==> config.mk <==
export PLATFORM = sky130hd
export DESIGN_NAME = cordic_iter_sched
export DESIGN_NICKNAME = d
export VERILOG_FILES = /design/src/rtl/cordic_iter_sched.sv
export SDC_FILE = /design/constraint.sdc
export NUM_CORES = 1
export LEC_CHECK = 0
export BUFFER_PORTS_ARGS = -buffer_cell sky130_fd_sc_hd__buf_2
export CORE_ASPECT_RATIO = 2
export CORE_MARGIN = 2
export CORE_UTILIZATION = 46
export DETAILED_ROUTE_END_ITERATION = 8
export PLACE_DENSITY = 0.7
export SETUP_SLACK_MARGIN = 0.5
export SYNTH_ARGS = -nofsm -noshare
export SYNTH_HDL_FRONTEND = slang
export SYNTH_SLANG_ARGS = --single-unit
==> constraint.sdc <==
create_clock -name clk -period 4.5 [get_ports clk]
set_input_delay 1.35 -clock clk [delete_from_list [all_inputs] [get_ports clk]]
set_output_delay 1.35 -clock clk [all_outputs]
set_load 0.03 [all_outputs]
==> src/rtl/cordic_iter_sched.sv <==
// Iterative rotation-mode CORDIC scheduler: one shared FP add/sub unit serves the x, y and z
// updates of each iteration; atan(2^-i) comes from an external combinational ROM.
module cordic_iter_sched #(
  parameter int unsigned N_ITER  = 16,
  parameter int unsigned ADD_LAT = 1
) (
  input  logic        clk,
  input  logic        rst,
  input  logic        in_valid,
  output logic        in_ready,
  input  logic [31:0] in_angle,
  input  logic [31:0] in_x,
  input  logic [31:0] in_y,
  output logic        out_valid,
  input  logic        out_ready,
  output logic [31:0] out_x,
  output logic [31:0] out_y,
  output logic [31:0] out_z,
  output logic [31:0] fas_in1,
  output logic [31:0] fas_in2,
  output logic        fas_en,
  input  logic [31:0] fas_out,
  output logic [4:0]  atan_idx,
  input  logic [31:0] atan_val
);

  typedef enum logic [2:0] {IDLE, ISS_X, ISS_Y, ISS_Z, WAIT, DONE} state_t;

  localparam logic [3:0] CAP_X = 4'(ADD_LAT);
  localparam logic [3:0] CAP_Y = 4'(ADD_LAT + 1);
  localparam logic [3:0] CAP_Z = 4'(ADD_LAT + 2);
  localparam logic [4:0] LAST  = 5'(N_ITER - 1);

  state_t      state, state_nx;
  logic [31:0] x, y, z, nx, ny;
  logic [4:0]  iter;
  logic        d;
  logic [3:0]  cnt;
  logic        busy;
  logic        issue;
  logic [31:0] in1_c, in2_c;
  logic        en_c;
  logic [31:0] hold1, hold2;
  logic        hold_en;

  // Multiply by 2^-k through the exponent; underflow flushes to signed zero.
  function automatic logic [31:0] sh(input logic [31:0] v, input logic [4:0] k);
    logic [7:0] e;
    e = v[30:23];
    if (e == 8'hFF) return v;
    else if (e <= {3'b000, k}) return {v[31], 31'b0};
    else return {v[31], e - {3'b000, k}, v[22:0]};
  endfunction

  assign busy      = (state == ISS_Y) || (state == ISS_Z) || (state == WAIT);
  assign in_ready  = (state == IDLE);
  assign out_valid = (state == DONE);
  assign atan_idx  = iter;
  assign fas_in1   = in1_c;
  assign fas_in2   = in2_c;
  assign fas_en    = en_c;

  always_comb begin
    state_nx = state;
    issue    = 1'b0;
    in1_c    = hold1;
    in2_c    = hold2;
    en_c     = hold_en;
    case (state)
      IDLE:  if (in_valid) state_nx = ISS_X;
      ISS_X: begin
        issue    = 1'b1;
        in1_c    = x;
        in2_c    = sh(y, iter);
        en_c     = z[31];
        state_nx = ISS_Y;
      end
      ISS_Y: begin
        issue    = 1'b1;
        in1_c    = y;
        in2_c    = sh(x, iter);
        en_c     = ~d;
        state_nx = ISS_Z;
      end
      ISS_Z: begin
        issue    = 1'b1;
        in1_c    = z;
        in2_c    = atan_val;
        en_c     = d;
        state_nx = WAIT;
      end
      WAIT:  if (cnt == CAP_Z) state_nx = (iter == LAST) ? DONE : ISS_X;
      DONE:  if (out_ready) state_nx = IDLE;
      default: state_nx = IDLE;
    endcase
  end

  always_ff @(posedge clk or negedge rst) begin
    if (!rst) begin
      state   <= IDLE;
      iter    <= '0;
      d       <= 1'b0;
      cnt     <= '0;
      x       <= '0;
      y       <= '0;
      z       <= '0;
      nx      <= '0;
      ny      <= '0;
      out_x   <= '0;
      out_y   <= '0;
      out_z   <= '0;
      hold1   <= '0;
      hold2   <= '0;
      hold_en <= 1'b0;
    end else begin
      state <= state_nx;
      if (issue) begin
        hold1   <= in1_c;
        hold2   <= in2_c;
        hold_en <= en_c;
      end
      // cnt = cycles since this iteration's ISS_X; results land at fixed offsets
      if (state == ISS_X) cnt <= 4'd1;
      else if (busy) cnt <= cnt + 4'd1;
      if (busy && cnt == CAP_X) nx <= fas_out;
      if (busy && cnt == CAP_Y) ny <= fas_out;
      case (state)
        IDLE: if (in_valid) begin
          x    <= in_x;
          y    <= in_y;
          z    <= in_angle;
          iter <= '0;
        end
        ISS_X: d <= z[31];
        WAIT: if (cnt == CAP_Z) begin
          // z result is committed straight off the adder in its capture cycle
          x <= nx;
          y <= ny;
          z <= fas_out;
          if (iter == LAST) begin
            out_x <= nx;
            out_y <= ny;
            out_z <= fas_out;
          end else begin
            iter <= iter + 5'd1;
          end
        end
        default: ;
      endcase
    end
  end

endmodule
* Word-level counts from Yosys, hierarchy flattened
Cells that the tools add are included.
Cells by class: add/sub/neg operators 4, order comparisons 2, eq/ne operators 15, multiplexer cells 28, bitwise operators 1, reduce and logical (&&, ||, !) cells 12
Operators with widths (count):
- $mux W32 | 6
- $pmux W32 S2 | 3
- $pmux W32 S3 | 2
- $mux W31 | 4
- $pmux W3 S6 | 1
- $eq A8 B8 Y1 const B | 2
- $le A8 B5 Y1 | 2
- $sub A8 B5 Y8 | 2
- $mux W5 | 3
- $mux W3 | 4
- $pmux W5 S2 | 1
- $reduce_and A3 Y1 | 3
- $eq A4 B2 Y1 const B | 2
- $mux W4 | 2
- $eq A3 B2 Y1 const B | 2
- $eq A3 B3 Y1 const B | 2
- $add A5 B1 Y5 const B | 1
- $eq A5 B4 Y1 const B | 1
- $add A4 B1 Y4 const B | 1
- $eq A4 B1 Y1 const B | 1
- $ne A2 B1 Y1 const B | 2
- $ne A2 B2 Y1 const B | 2
- $reduce_and A4 Y1 | 1
- $reduce_bool A2 Y1 | 2
- 8 further kinds | 10
Word-level totals: flip-flop bits (word level) 334, bits of input ports 164, word-level logic and storage cells 77

* Depth between registers and ports, before layout
Gate-level depths: netlist of the first run.
depth after elaboration 5, depth in mapped cells 12, gate-level depth less buffers 10

* Worst setup path after synthesis of the first run
No wires, ideal clock.
kind flip-flop to output port, start reg iter[0], in the netlist atan_idx[0], end out fas_in2[10], arrival time 2.749 ns, data required time 3.150 ns, slack 0.401 ns, stages on the path, launching flop included 12, buffers on the path 2, cells stage by stage dfrtp_1 > ha_1 > inv_1 > fa_1 > a211oi_1 > o21bai_1 > o21ai_0 > a21oi_1 > buf_2 > clkbuf_1 > a222oi_1 > nand2_1
On the way: word-level cells in the longest chain between the ends 4, elaborated cells between the ends (all ways) 7
Ends and longest elaborated chain:
- start: declaration | RTL line 36 | logic [4:0] iter;
- start signal: assignment | RTL line 145 | iter <= iter + 5'd1;
- $le A8 B5 Y1 | RTL line 51 | else if (e <= {3'b000, k}) return {v[31], 31'b0};
- $mux W31 | RTL line 51
- $mux W31 | RTL line 50 | if (e == 8'hFF) return v;
- $pmux W32 S3 * | RTL line 69 | case (state)
- end: declaration | RTL line 20 | output logic [31:0] fas_in2,
Every way passes the cells marked *; elsewhere a longest branch is shown, timed or not.

* Final worst setup path of the first run
start reg y[23], end out fas_in2[4]
On the way: word-level cells in the longest chain between the ends 4, elaborated cells between the ends (all ways) 5
Ends and longest elaborated chain:
- start: declaration | RTL line 35 | logic [31:0] x, y, z, nx, ny;
- start signal: assignment | RTL line 130 | y <= in_y;
- start signal: assignment | RTL line 138 | y <= ny;
- $le A8 B5 Y1 | RTL line 51
- $mux W31 | RTL line 51
- $mux W31 * | RTL line 50
- $pmux W32 S3 * | RTL line 69
Marks and branches as above.

==> results of run 1 <==
## power by group through the flow
stage	clock network, mW	registers (mW)	logic, mW
after floorplan	0	4.65	5.01
after global placement	0	4.93	6.80
after detailed placement	0	4.98	6.97
after CTS	2.71	4.94	8.31
after global routing	2.82	5.09	9.28
final	2.67	4.97	8.64
## sequential cells by signal (all words and copies together) (netlist names)
register and cells:
out_y 32, hold1 32, out_z 32, atan_idx 5, x 32, ny 32
hold_en 1, nx 32, out_x 32, hold2 32, state 3, d 1
z 32, y 32, cnt 4
## Yosys cell counts, types with 5 or more instances
cell / count / area share, %
sky130_fd_sc_hd__a211oi_1: 5 / 0.24
sky130_fd_sc_hd__ha_1: 15 / 1.2
sky130_fd_sc_hd__mux2i_1: 132 / 8.3
sky130_fd_sc_hd__nand3_1: 10 / 0.32
sky130_fd_sc_hd__buf_6: 10 / 0.71
sky130_fd_sc_hd__nand2b_1: 7 / 0.28
sky130_fd_sc_hd__a222oi_1: 24 / 1.5
sky130_fd_sc_hd__nor3_1: 5 / 0.16
sky130_fd_sc_hd__a21oi_1: 50 / 1.6
sky130_fd_sc_hd__nor2b_1: 6 / 0.24
sky130_fd_sc_hd__a221oi_1: 64 / 3.5
sky130_fd_sc_hd__xor2_1: 5 / 0.28
sky130_fd_sc_hd__buf_1: 10 / 0.24
sky130_fd_sc_hd__inv_1: 43 / 1.0
sky130_fd_sc_hd__nand2_1: 188 / 4.4
sky130_fd_sc_hd__dfrtp_1: 334 / 53
sky130_fd_sc_hd__o21ai_0: 129 / 4.1
sky130_fd_sc_hd__nor2_1: 117 / 2.8
sky130_fd_sc_hd__clkbuf_1: 63 / 1.5
sky130_fd_sc_hd__mux2_2: 159 / 11
sky130_fd_sc_hd__nand4_1: 7 / 0.28
sky130_fd_sc_hd__a22oi_1: 5 / 0.24
sky130_fd_sc_hd__xnor2_1: 7 / 0.39
sky130_fd_sc_hd__buf_2: 19 / 0.60
## how the worst max path moves through the flow
stage                       end  cells after the start
CTS                  fas_in2[2]                     13
floorplan           fas_in2[10]                     11
detailed placement  fas_in2[11]                     10
global placement    fas_in2[11]                     10
finish               fas_in2[4]                     13
global route         fas_in2[2]                     13
## metrics by stage
stage | total power [mW] | setup TNS (ps) | hold WS, ps
floorplan | 9.657 | 0 | 438.7
global placement | 11.73 | 0 | 455.0
detailed placement | 11.95 | 0 | 459.6
CTS | 15.95 | 0 | 477.2
global route | 17.18 | -2121 | 502.9
finish | 16.28 | -78.65 | 475.3
## worst register-to-register path, cell delays in order, from the launching register on
cell                       delay, ps
sky130_fd_sc_hd__dfrtp_1         390
sky130_fd_sc_hd__inv_2            70
sky130_fd_sc_hd__ha_4            120
sky130_fd_sc_hd__inv_2            30
sky130_fd_sc_hd__fa_2            360
sky130_fd_sc_hd__a211oi_2        240
sky130_fd_sc_hd__o21bai_1        130
sky130_fd_sc_hd__o21ai_2         110
sky130_fd_sc_hd__a21oi_4         140
sky130_fd_sc_hd__buf_12          200
sky130_fd_sc_hd__a222oi_1        500
sky130_fd_sc_hd__buf_4           210
sky130_fd_sc_hd__buf_6            90
sky130_fd_sc_hd__buf_6            90
sky130_fd_sc_hd__buf_6            80
sky130_fd_sc_hd__buf_6            80
sky130_fd_sc_hd__buf_4           100
sky130_fd_sc_hd__buf_4           100
sky130_fd_sc_hd__buf_4            90
sky130_fd_sc_hd__buf_4            90
sky130_fd_sc_hd__buf_4            90
sky130_fd_sc_hd__buf_4            90
sky130_fd_sc_hd__buf_4            90
sky130_fd_sc_hd__buf_4            90
sky130_fd_sc_hd__buf_4            90
sky130_fd_sc_hd__buf_4           100
sky130_fd_sc_hd__nand2_2          40
## per-layer routing
| layer | track usage (%) | wire length [um] | vias up |
|---|---|---|---|
| met4 | 19.74 | 4259 | 2 |
| met2 | 52.06 | 27320 | 541 |
| met1 | 30.47 | 17560 | 6453 |
| li1 | - | - | 5938 |
| met5 | 0 | 13 | - |
| met3 | 3.552 | 2630 | 194 |
## cells in the final DEF, fill, tap and decap left out, types with 8 or more instances in the layout
cell type / count
sky130_fd_sc_hd__a222oi_1: 24
sky130_fd_sc_hd__a221oi_1: 59
sky130_fd_sc_hd__clkbuf_16: 32
sky130_fd_sc_hd__nand2_1: 176
sky130_fd_sc_hd__o21ai_0: 122
sky130_fd_sc_hd__ha_4: 8
sky130_fd_sc_hd__nand2_2: 12
sky130_fd_sc_hd__inv_1: 37
sky130_fd_sc_hd__diode_2: 11
sky130_fd_sc_hd__dfrtp_1: 328
sky130_fd_sc_hd__a21oi_1: 48
sky130_fd_sc_hd__buf_4: 83
sky130_fd_sc_hd__mux2i_1: 132
sky130_fd_sc_hd__clkinv_2: 11
sky130_fd_sc_hd__nor2_1: 116
sky130_fd_sc_hd__buf_12: 10
sky130_fd_sc_hd__buf_2: 302
sky130_fd_sc_hd__buf_6: 34
sky130_fd_sc_hd__mux2_2: 159
## final cells by class
class	instances	area share (%)
tap	441	2.728
timing repair buffer	435	14.23
clock buffer	40	4.150
clock inverter	18	0.8845
multi-input combinational	975	35.70
sequential	334	41.38
inverter	43	0.7979
antenna	11	0.1361
## timing repair
item	4_1_cts	5_1_grt
cloned	5	0
setup buffers	62	9
setup endpoints to repair	52	52
gates resized for setup	99	48
pin swaps	42	26
## cells by family after synthesis
| group | synth area share [%] |
|---|---|
| simple gates | 9.085 |
| mux | 19.83 |
| compound gates | 12.21 |
| xor+xnor | 0.6625 |
| buf+inv | 4.101 |
| flops | 52.68 |
| fa+ha+maj | 1.435 |
==> flow_summary.ini, run 1 <==
[status]
outcome = complete, but fails checks
violations = design-rule violations, negative setup slack

[finish]
flow.area_growth_from_synthesis_pct = 27.51
layout.cell_area.non_filler_sq_um = 20230
utilization_pct = 59.30
fillCellCount = 2844
finish.cell_count_without_fillers = 2297
multi_input_gate_area_sq_um = 7222
post_route_cells_drive_above_1_share_pct = 38.86
number_of_nets_in_the_layout = 2001
ff_latch_area_sq_um = 8371

[timing]
finalHoldViolations = 0
max-slew-margin-rel_pct = 38.78
fin_crit_ps = 4551
worst_slack_ps = -50.77
report.final.slew_viol_count = 0
final-setup-viol-count = 2
fin_worst_skew_ps = 17.18
tightest_slew_ps = 918.3
finalCritPeriodShare_pct = 101.1
unrepaired_setup_endpoints_after_global_routing = yes
clock.fmax_mhz = 219.7

[power]
p_sw_share_pct = 44.07
power_density_nw_per_um2 = 804.8
combinationalPowerShare_pct = 53.1
cellLeakagePower_nw = 10.42
clock_power_share_pct = 16.4
vdd_ir_drop_max_v = 0.0005677
seqPwrFrac_pct = 30.5
cellInternalPower_mw = 9.106
power.switching_mw = 7.175

[place]
place.gp.congestion = 0.8657
buffer_ports.inserted = 331
placement.setup.worst_slack_ps = 129.3
post-place-cells = 2152
placement.cell_area_sq_um = 17970
place_hpwl_um = 35090

[grt]
grt_remaining_overflow = 0
grt_pass1_vias = 13714
global_route_wire_length_before_repair_um = 78420
global_route.usage.total_pct = 28.70
antenna_found_initial = 12
grt_start_max_net_pins = 103

[logic_synthesis]
yosys.cell_types.count = 50
synth_seq_cells = 334
ys.warnings.count = 0
prevailing_post_synth_register_cell = sky130_fd_sc_hd__dfrtp_1
syn_area_per_cell_sq_um = 10.91
post_synth_instance_area_sq_um = 15870
ys_seq_area_share_pct = 52.68
synth-async-reset-ratio_pct = 100.0
syn_inst = 1454
synth_fp_nets = 1635
synth_enable_flop_cells = 0

[drt]
detail_route.drc_violations = 1
drt_pre_antenna_iters = 9
num_vias = 13128
route.antenna.remaining_nets = 0
route.detailed.wl_per_inst_um = 22.55
routed_wirelength_um = 51790
detail_route.iter0.violations = 910
vias_per_cell = 5.715

[die]
die_area_sq_um = 36080
width_of_the_die_um = 135.3
rows = 96
start_util_pct = 46.51
pin_count = 332
fp.coreArea_sq_um = 34110
die_h_um = 266.6

[clocking]
tritoncts_num_sinks = 334
clk_latency_ps = 580
ctsHoldBuffers = 0
cts_buffers = 31
clock_tree.htree_level_count = 1
tritoncts = built
cts_buffer_depth = 3
root_buffer = sky130_fd_sc_hd__clkbuf_16
clock_transition_at_the_registers_of_the_reported_paths_ps = 70

[critical_path]
crit_required_ps = 3150
worstRegToRegCells = 26
critPathKind = register to output pin
r2r_end = hold2[11]$_DFFE_PN0N_
cp_data_arrival_time_ps = 3200
crit_path_max_incr_delay_ps = 440
critical_path.reg2reg.startpoint = y[23]$_DFFE_PN0P_
cp-startpoint = y[23]$_DFFE_PN0P_
crit_chain = inv_2, ha_4, inv_2, fa_2, a211oi_2, o21bai_1, o21ai_2, buf_6, a21oi_4, buf_12, a222oi_1, nand2_1, buf_6
worstSetupStartpointType = register
setup.reg_to_reg.worst_slack_ps = 610
critical_path_peak_fanout = 8
path_buf_inv = 5
kind_of_end_point_of_the_critical_path = output pin
critical_path.slowest_cell = sky130_fd_sc_hd__a222oi_1
critical_path.top_delay_family = compound AO/OA/AOI/OAI gates

[min_path]
min_delay_worst_endpoint = hold_en$_DFFE_PN0N_
min-delay-path-class = register to register
holdCritStartpoint = hold_en$_DFFE_PN0N_
worst_hold_path.num_cells = 2

[run]
max_cap_violations = 0
Power figures use the tool's default switching activity.
==> inputs of run 2 (changes only) <==
- REMOVE_ABC_BUFFERS: default -> 1
- SKIP_CTS_REPAIR_TIMING: default -> 1
==> flow_summary.ini, run 2 (synthesis results as in run 1) <==
[finish]
multi_input_gate_area_sq_um = 7102
flow.area_growth_from_synthesis_pct = 22.87
number_of_nets_in_the_layout = 1941
layout_common_cells = sky130_fd_sc_hd__dfrtp_1 (330), sky130_fd_sc_hd__buf_2 (316), sky130_fd_sc_hd__nand2_1 (187)
fillCellCount = 2977
post_route_cells_drive_above_1_share_pct = 35.50
ff_latch_area_sq_um = 8368
layout_commonest_cell = sky130_fd_sc_hd__dfrtp_1
finish.cell_count_without_fillers = 2226

[timing]
final-setup-viol-count = 0
worst_slack_ps = 16.42
clock.fmax_mhz = 223.0
tightest_slew_ps = 1016
finalCritPeriodShare_pct = 99.64
fin_crit_ps = 4484
max-slew-margin-rel_pct = 32.26
fin_worst_skew_ps = 11.09
unrepaired_setup_endpoints_after_global_routing = yes
finalHoldViolations = 0
report.final.slew_viol_count = 0

[grt]
grt_start_max_net_pins = 109
global_route.usage.total_pct = 25.46
antenna_found_initial = 2
grt_pass1_vias = 12998
global_route_wire_length_before_repair_um = 71010
grt_remaining_overflow = 0

[place]
place_hpwl_um = 31950
place.gp.congestion = 0.8885
placement.setup.worst_slack_ps = 34.24
buffer_ports.inserted = 331
post-place-cells = 2150

[power]
power_density_nw_per_um2 = 785.2
power.switching_mw = 6.853
seqPwrFrac_pct = 32.2
cellInternalPower_mw = 8.453
clock_power_share_pct = 18.1
cellLeakagePower_nw = 10.07
vdd_ir_drop_max_v = 0.0006293
p_sw_share_pct = 44.77
finalPower_mw = 15.31
combinationalPowerShare_pct = 49.7

[critical_path]
critPathKind = register to output pin
crit_top_cell = sky130_fd_sc_hd__a211oi_2
crit_path_max_incr_delay_ps = 420
worstRegToRegCells = 6
critical_path.reg2reg.startpoint = state[1]$_DFFE_PN0P_
kind_of_end_point_of_the_critical_path = output pin
setup.reg_to_reg.worst_slack_ps = 970
r2r_end = z[5]$_DFFE_PN0P_
critical_path.slowest_cell = sky130_fd_sc_hd__dfrtp_1
worstSetupStartpointType = register
crit_required_ps = 3150
crit_chain = inv_1, ha_2, inv_2, fa_2, a211oi_2, o21ai_2, or3b_4, a211oi_2, a221oi_2, o21ai_1, buf_4
critical_path_peak_fanout = 4
cp_data_arrival_time_ps = 3130

[die]
die_h_um = 266.6
fp.coreArea_sq_um = 34110
pin_count = 332
start_util_pct = 46.51
width_of_the_die_um = 135.3
die_area_sq_um = 36080
rows = 96

[drt]
vias_per_cell = 5.727
route.antenna.remaining_nets = 0
routed_wirelength_um = 48080
route.detailed.wl_per_inst_um = 21.60
drt_pre_antenna_iters = 7
detail_route.iter0.violations = 795
num_vias = 12748
detail_route.drc_violations = 0

[clocking]
cts_buffer_depth = 3
clk_latency_ps = 570
clock_transition_at_the_registers_of_the_reported_paths_ps = 70
cts_buffers = 30
clock_tree.htree_level_count = 1
tritoncts_num_sinks = 334
tritoncts = built
root_buffer = sky130_fd_sc_hd__clkbuf_16

[min_path]
holdCritStartpoint = hold_en$_DFFE_PN0N_
worst_hold_path.num_cells = 2
min_delay_worst_endpoint = hold_en$_DFFE_PN0N_
min-delay-path-class = register to register

[status]
outcome = finished clean

[run]
max_cap_violations = 0
-- run 2: per-stage QoR --
stage / hold slack (ps) / utilization (%) / area (sq um) / setup TNS [ps]
floorplan: 438.7 / - / 15380 / -1396980
global placement: 451.8 / 52.58 / 17940 / 0
detailed placement: 459.6 / 52.58 / 17940 / 0
CTS: 475.8 / 55.69 / 19000 / -15170
global route: 493.2 / 57.15 / 19490 / -1575
finish: 474.0 / 57.15 / 19490 / 0
-- run 2: critical path: cells and delay by family, from the launching register on --
kind | cells | cell delay, ps
DFF | 1 | 420
buffers and inverters | 3 | 310
adders and majority gates | 2 | 600
and+or+nand+nor | 1 | 400
AOI/OAI and AO/OA | 5 | 830
-- run 2: worst max path at each step --
stage,slack (ps),depth (start not counted),start,endpoint
4_1_cts,-590,11,y[23]$_DFFE_PN0P_,fas_in2[27]
2_1_floorplan,-7230,4,state[0]$_DFFE_PN0P_,x[0]$_DFFE_PN0P_
3_3_place_gp,140,11,y[23]$_DFFE_PN0P_,fas_in2[24]
5_1_grt,-110,11,x[23]$_DFFE_PN0P_,fas_in2[29]
6_report,20,11,x[23]$_DFFE_PN0P_,fas_in2[29]
3_5_place_dp,30,11,y[23]$_DFFE_PN0P_,fas_in2[27]
-- run 2: final cells by class --
class	instances	area share, %
sequential	334	42.93
multi-input combinational	976	36.43
timing repair buffer	375	11.51
clock buffer	40	4.307
tap	441	2.831
clock inverter	15	1.142
inverter	43	0.8280
antenna	2	0.02567
-- run 2: power by group through the flow --
stage | Clock [mW] | Combinational [mW] | Sequential [mW]
final | 2.77 | 7.61 | 4.92
after global routing | 2.93 | 8.24 | 5.04
after CTS | 2.84 | 6.92 | 4.90
after detailed placement | 0 | 6.89 | 4.96
after global placement | 0 | 6.74 | 4.90
after floorplan | 0 | 4.71 | 4.89
-- run 2: per-layer routing --
metal	wire length, um	GRT usage, %	vias to the layer above	share of wire (%)
li1	-	-	5799	-
met1	16930	27.68	6351	35
met2	26190	48.07	464	54
met3	2388	3.248	134	5.0
met4	2575	12.02	0	5.4
met5	0	0	-	0
==> inputs of run 3 (changes only) <==
- CORE_ASPECT_RATIO: 2 -> 1.5
- CORE_UTILIZATION: 46 -> 55
- PLACE_DENSITY: 0.7 -> 0.81
==> flow_summary.ini, run 3 (synthesis results as in run 1) <==
[drt]
vias_per_cell = 6.048
drt_pre_antenna_iters = 5
route.detailed.wl_per_inst_um = 21.58
detail_route.iter0.violations = 794
num_vias = 12967
detail_route.drc_violations = 0
routed_wirelength_um = 46270
route.antenna.remaining_nets = 0

[finish]
layout_commonest_cell = sky130_fd_sc_hd__dfrtp_1
multi_input_gate_area_sq_um = 7054
ff_latch_area_sq_um = 8369
fillCellCount = 2104
flow.area_growth_from_synthesis_pct = 22.63
number_of_nets_in_the_layout = 1945
post_route_cells_drive_above_1_share_pct = 35.35
layout_common_cells = sky130_fd_sc_hd__dfrtp_1 (329), sky130_fd_sc_hd__buf_2 (306), sky130_fd_sc_hd__nand2_1 (187)
finish.cell_count_without_fillers = 2144

[die]
start_util_pct = 55.61
pin_count = 332
rows = 76
die_h_um = 212.0
fp.coreArea_sq_um = 28530
die_area_sq_um = 30250
width_of_the_die_um = 142.7

[clocking]
clk_latency_ps = 520
tritoncts_num_sinks = 334
clock_transition_at_the_registers_of_the_reported_paths_ps = 60
tritoncts = built
cts_buffer_depth = 3
root_buffer = sky130_fd_sc_hd__clkbuf_16
cts_buffers = 34
clock_tree.htree_level_count = 2

[timing]
unrepaired_setup_endpoints_after_global_routing = yes
finalCritPeriodShare_pct = 99.68
final-setup-viol-count = 0
tightest_slew_ps = 1071
finalHoldViolations = 0
fin_worst_skew_ps = 11.22
fin_crit_ps = 4486
worst_slack_ps = 14.29
clock.fmax_mhz = 222.9
max-slew-margin-rel_pct = 28.58
report.final.slew_viol_count = 0

[grt]
global_route_wire_length_before_repair_um = 69100
gr-usage-met1_pct = 34.83
global_route.usage.total_pct = 29.38
antenna_found_initial = 8
grt_remaining_overflow = 0
grt_util_met3_pct = 5.023
grt_start_max_net_pins = 110
global_route.peak_usage_layer = met2
grt_pass1_vias = 12950
gr-usage-met2_pct = 50.60

[run]
max_cap_violations = 0

[critical_path]
critical_path_peak_fanout = 7
cp_data_arrival_time_ps = 3140
critPathKind = register to output pin
setup.reg_to_reg.worst_slack_ps = 1430
r2r_end = out_y[10]$_DFFE_PN0P_
critical_path.reg2reg.startpoint = state[0]$_DFFE_PN0P_
worstSetupStartpointType = register
crit_required_ps = 3150
kind_of_end_point_of_the_critical_path = output pin
worstRegToRegCells = 6

[power]
vdd_ir_drop_max_v = 0.0005751
cellLeakagePower_nw = 10.10
power_density_nw_per_um2 = 792.9

[place]
buffer_ports.inserted = 331
placement.setup.worst_slack_ps = 302.4
post-place-cells = 2064
place.gp.congestion = 0.8799
place_hpwl_um = 30530

[min_path]
min_delay_worst_endpoint = hold_en$_DFFE_PN0N_
holdCritStartpoint = hold_en$_DFFE_PN0N_
min-delay-path-class = register to register
worst_hold_path.num_cells = 2

[status]
outcome = finished clean
run 3: cell types whose count changed in the layout (fill, tap and decap cells not counted), sizes merged, moves of 2 or more:
cell | before | now
buf | 373 | 375
clkbuf | 42 | 52
clkinv | 5 | 3
clkinvlp | 4 | 0
diode | 2 | 8
run 3: area by class of cell:
type / instances / area share [%]
Antenna cell: 8 / 0.1029
Clock buffer: 50 / 5.151
Clock inverter: 7 / 0.5852
Inverter: 43 / 0.8296
Multi-Input combinational cell: 974 / 36.26
Sequential cell: 334 / 43.02
Tap cell: 351 / 2.257
Timing Repair Buffer: 377 / 11.80
run 3: worst max path at each step:
stage                            start                to  slack [ps]  cells past startpoint
2_1_floorplan     state[0]$_DFFE_PN0P_  x[0]$_DFFE_PN0P_       -7230                      4
3_3_place_gp   atan_idx[0]$_DFFE_PN0P_        fas_in2[6]         380                     11
3_5_place_dp   atan_idx[0]$_DFFE_PN0P_       fas_in2[16]         300                     11
4_1_cts        atan_idx[0]$_DFFE_PN0P_       fas_in2[15]        -280                     11
5_1_grt        atan_idx[0]$_DFFE_PN0P_        fas_in2[9]         -60                     11
6_report       atan_idx[0]$_DFFE_PN0P_        fas_in2[9]          10                     11
run 3: worst max-delay path: stages, from the launching register on:
cell and delay, ps:
sky130_fd_sc_hd__dfrtp_2 470, sky130_fd_sc_hd__ha_4 170, sky130_fd_sc_hd__inv_2 30, sky130_fd_sc_hd__fa_2 360
sky130_fd_sc_hd__a211oi_2 190, sky130_fd_sc_hd__o21bai_1 110, sky130_fd_sc_hd__o21ai_2 120, sky130_fd_sc_hd__a21oi_4 170
sky130_fd_sc_hd__clkbuf_16 230, sky130_fd_sc_hd__a222oi_1 440, sky130_fd_sc_hd__nand2_1 160, sky130_fd_sc_hd__buf_6 170
run 3: stage by stage:
step	total power [mW]	TNS [ps]	hold WS [ps]	area, sq um	utilization [%]
3_3_place_gp	11.51	0	457.9	17820	62.45
5_1_grt	16.30	-225.5	488.4	19450	68.19
2_1_floorplan	9.596	-1396980	438.7	15380	-
4_1_cts	14.67	-4248	473.6	18930	66.36
6_report	15.43	0	471.6	19460	68.20
3_5_place_dp	11.75	0	460.4	17820	62.45
run 3: per-layer routing:
metal / share of wire (%) / vias up
li1: - / 5813
met4: 6.5 / 2
met3: 5.6 / 169
met2: 51 / 526
met1: 37 / 6457
met5: 0.028 / -
run 3: where the power goes:
part	switching (mW)	total, mW	internal (mW)
combinational	4.70	7.60	2.91
clock	1.17	2.88	1.71
sequential	0.859	4.94	4.08
total	6.73	15.4	8.70
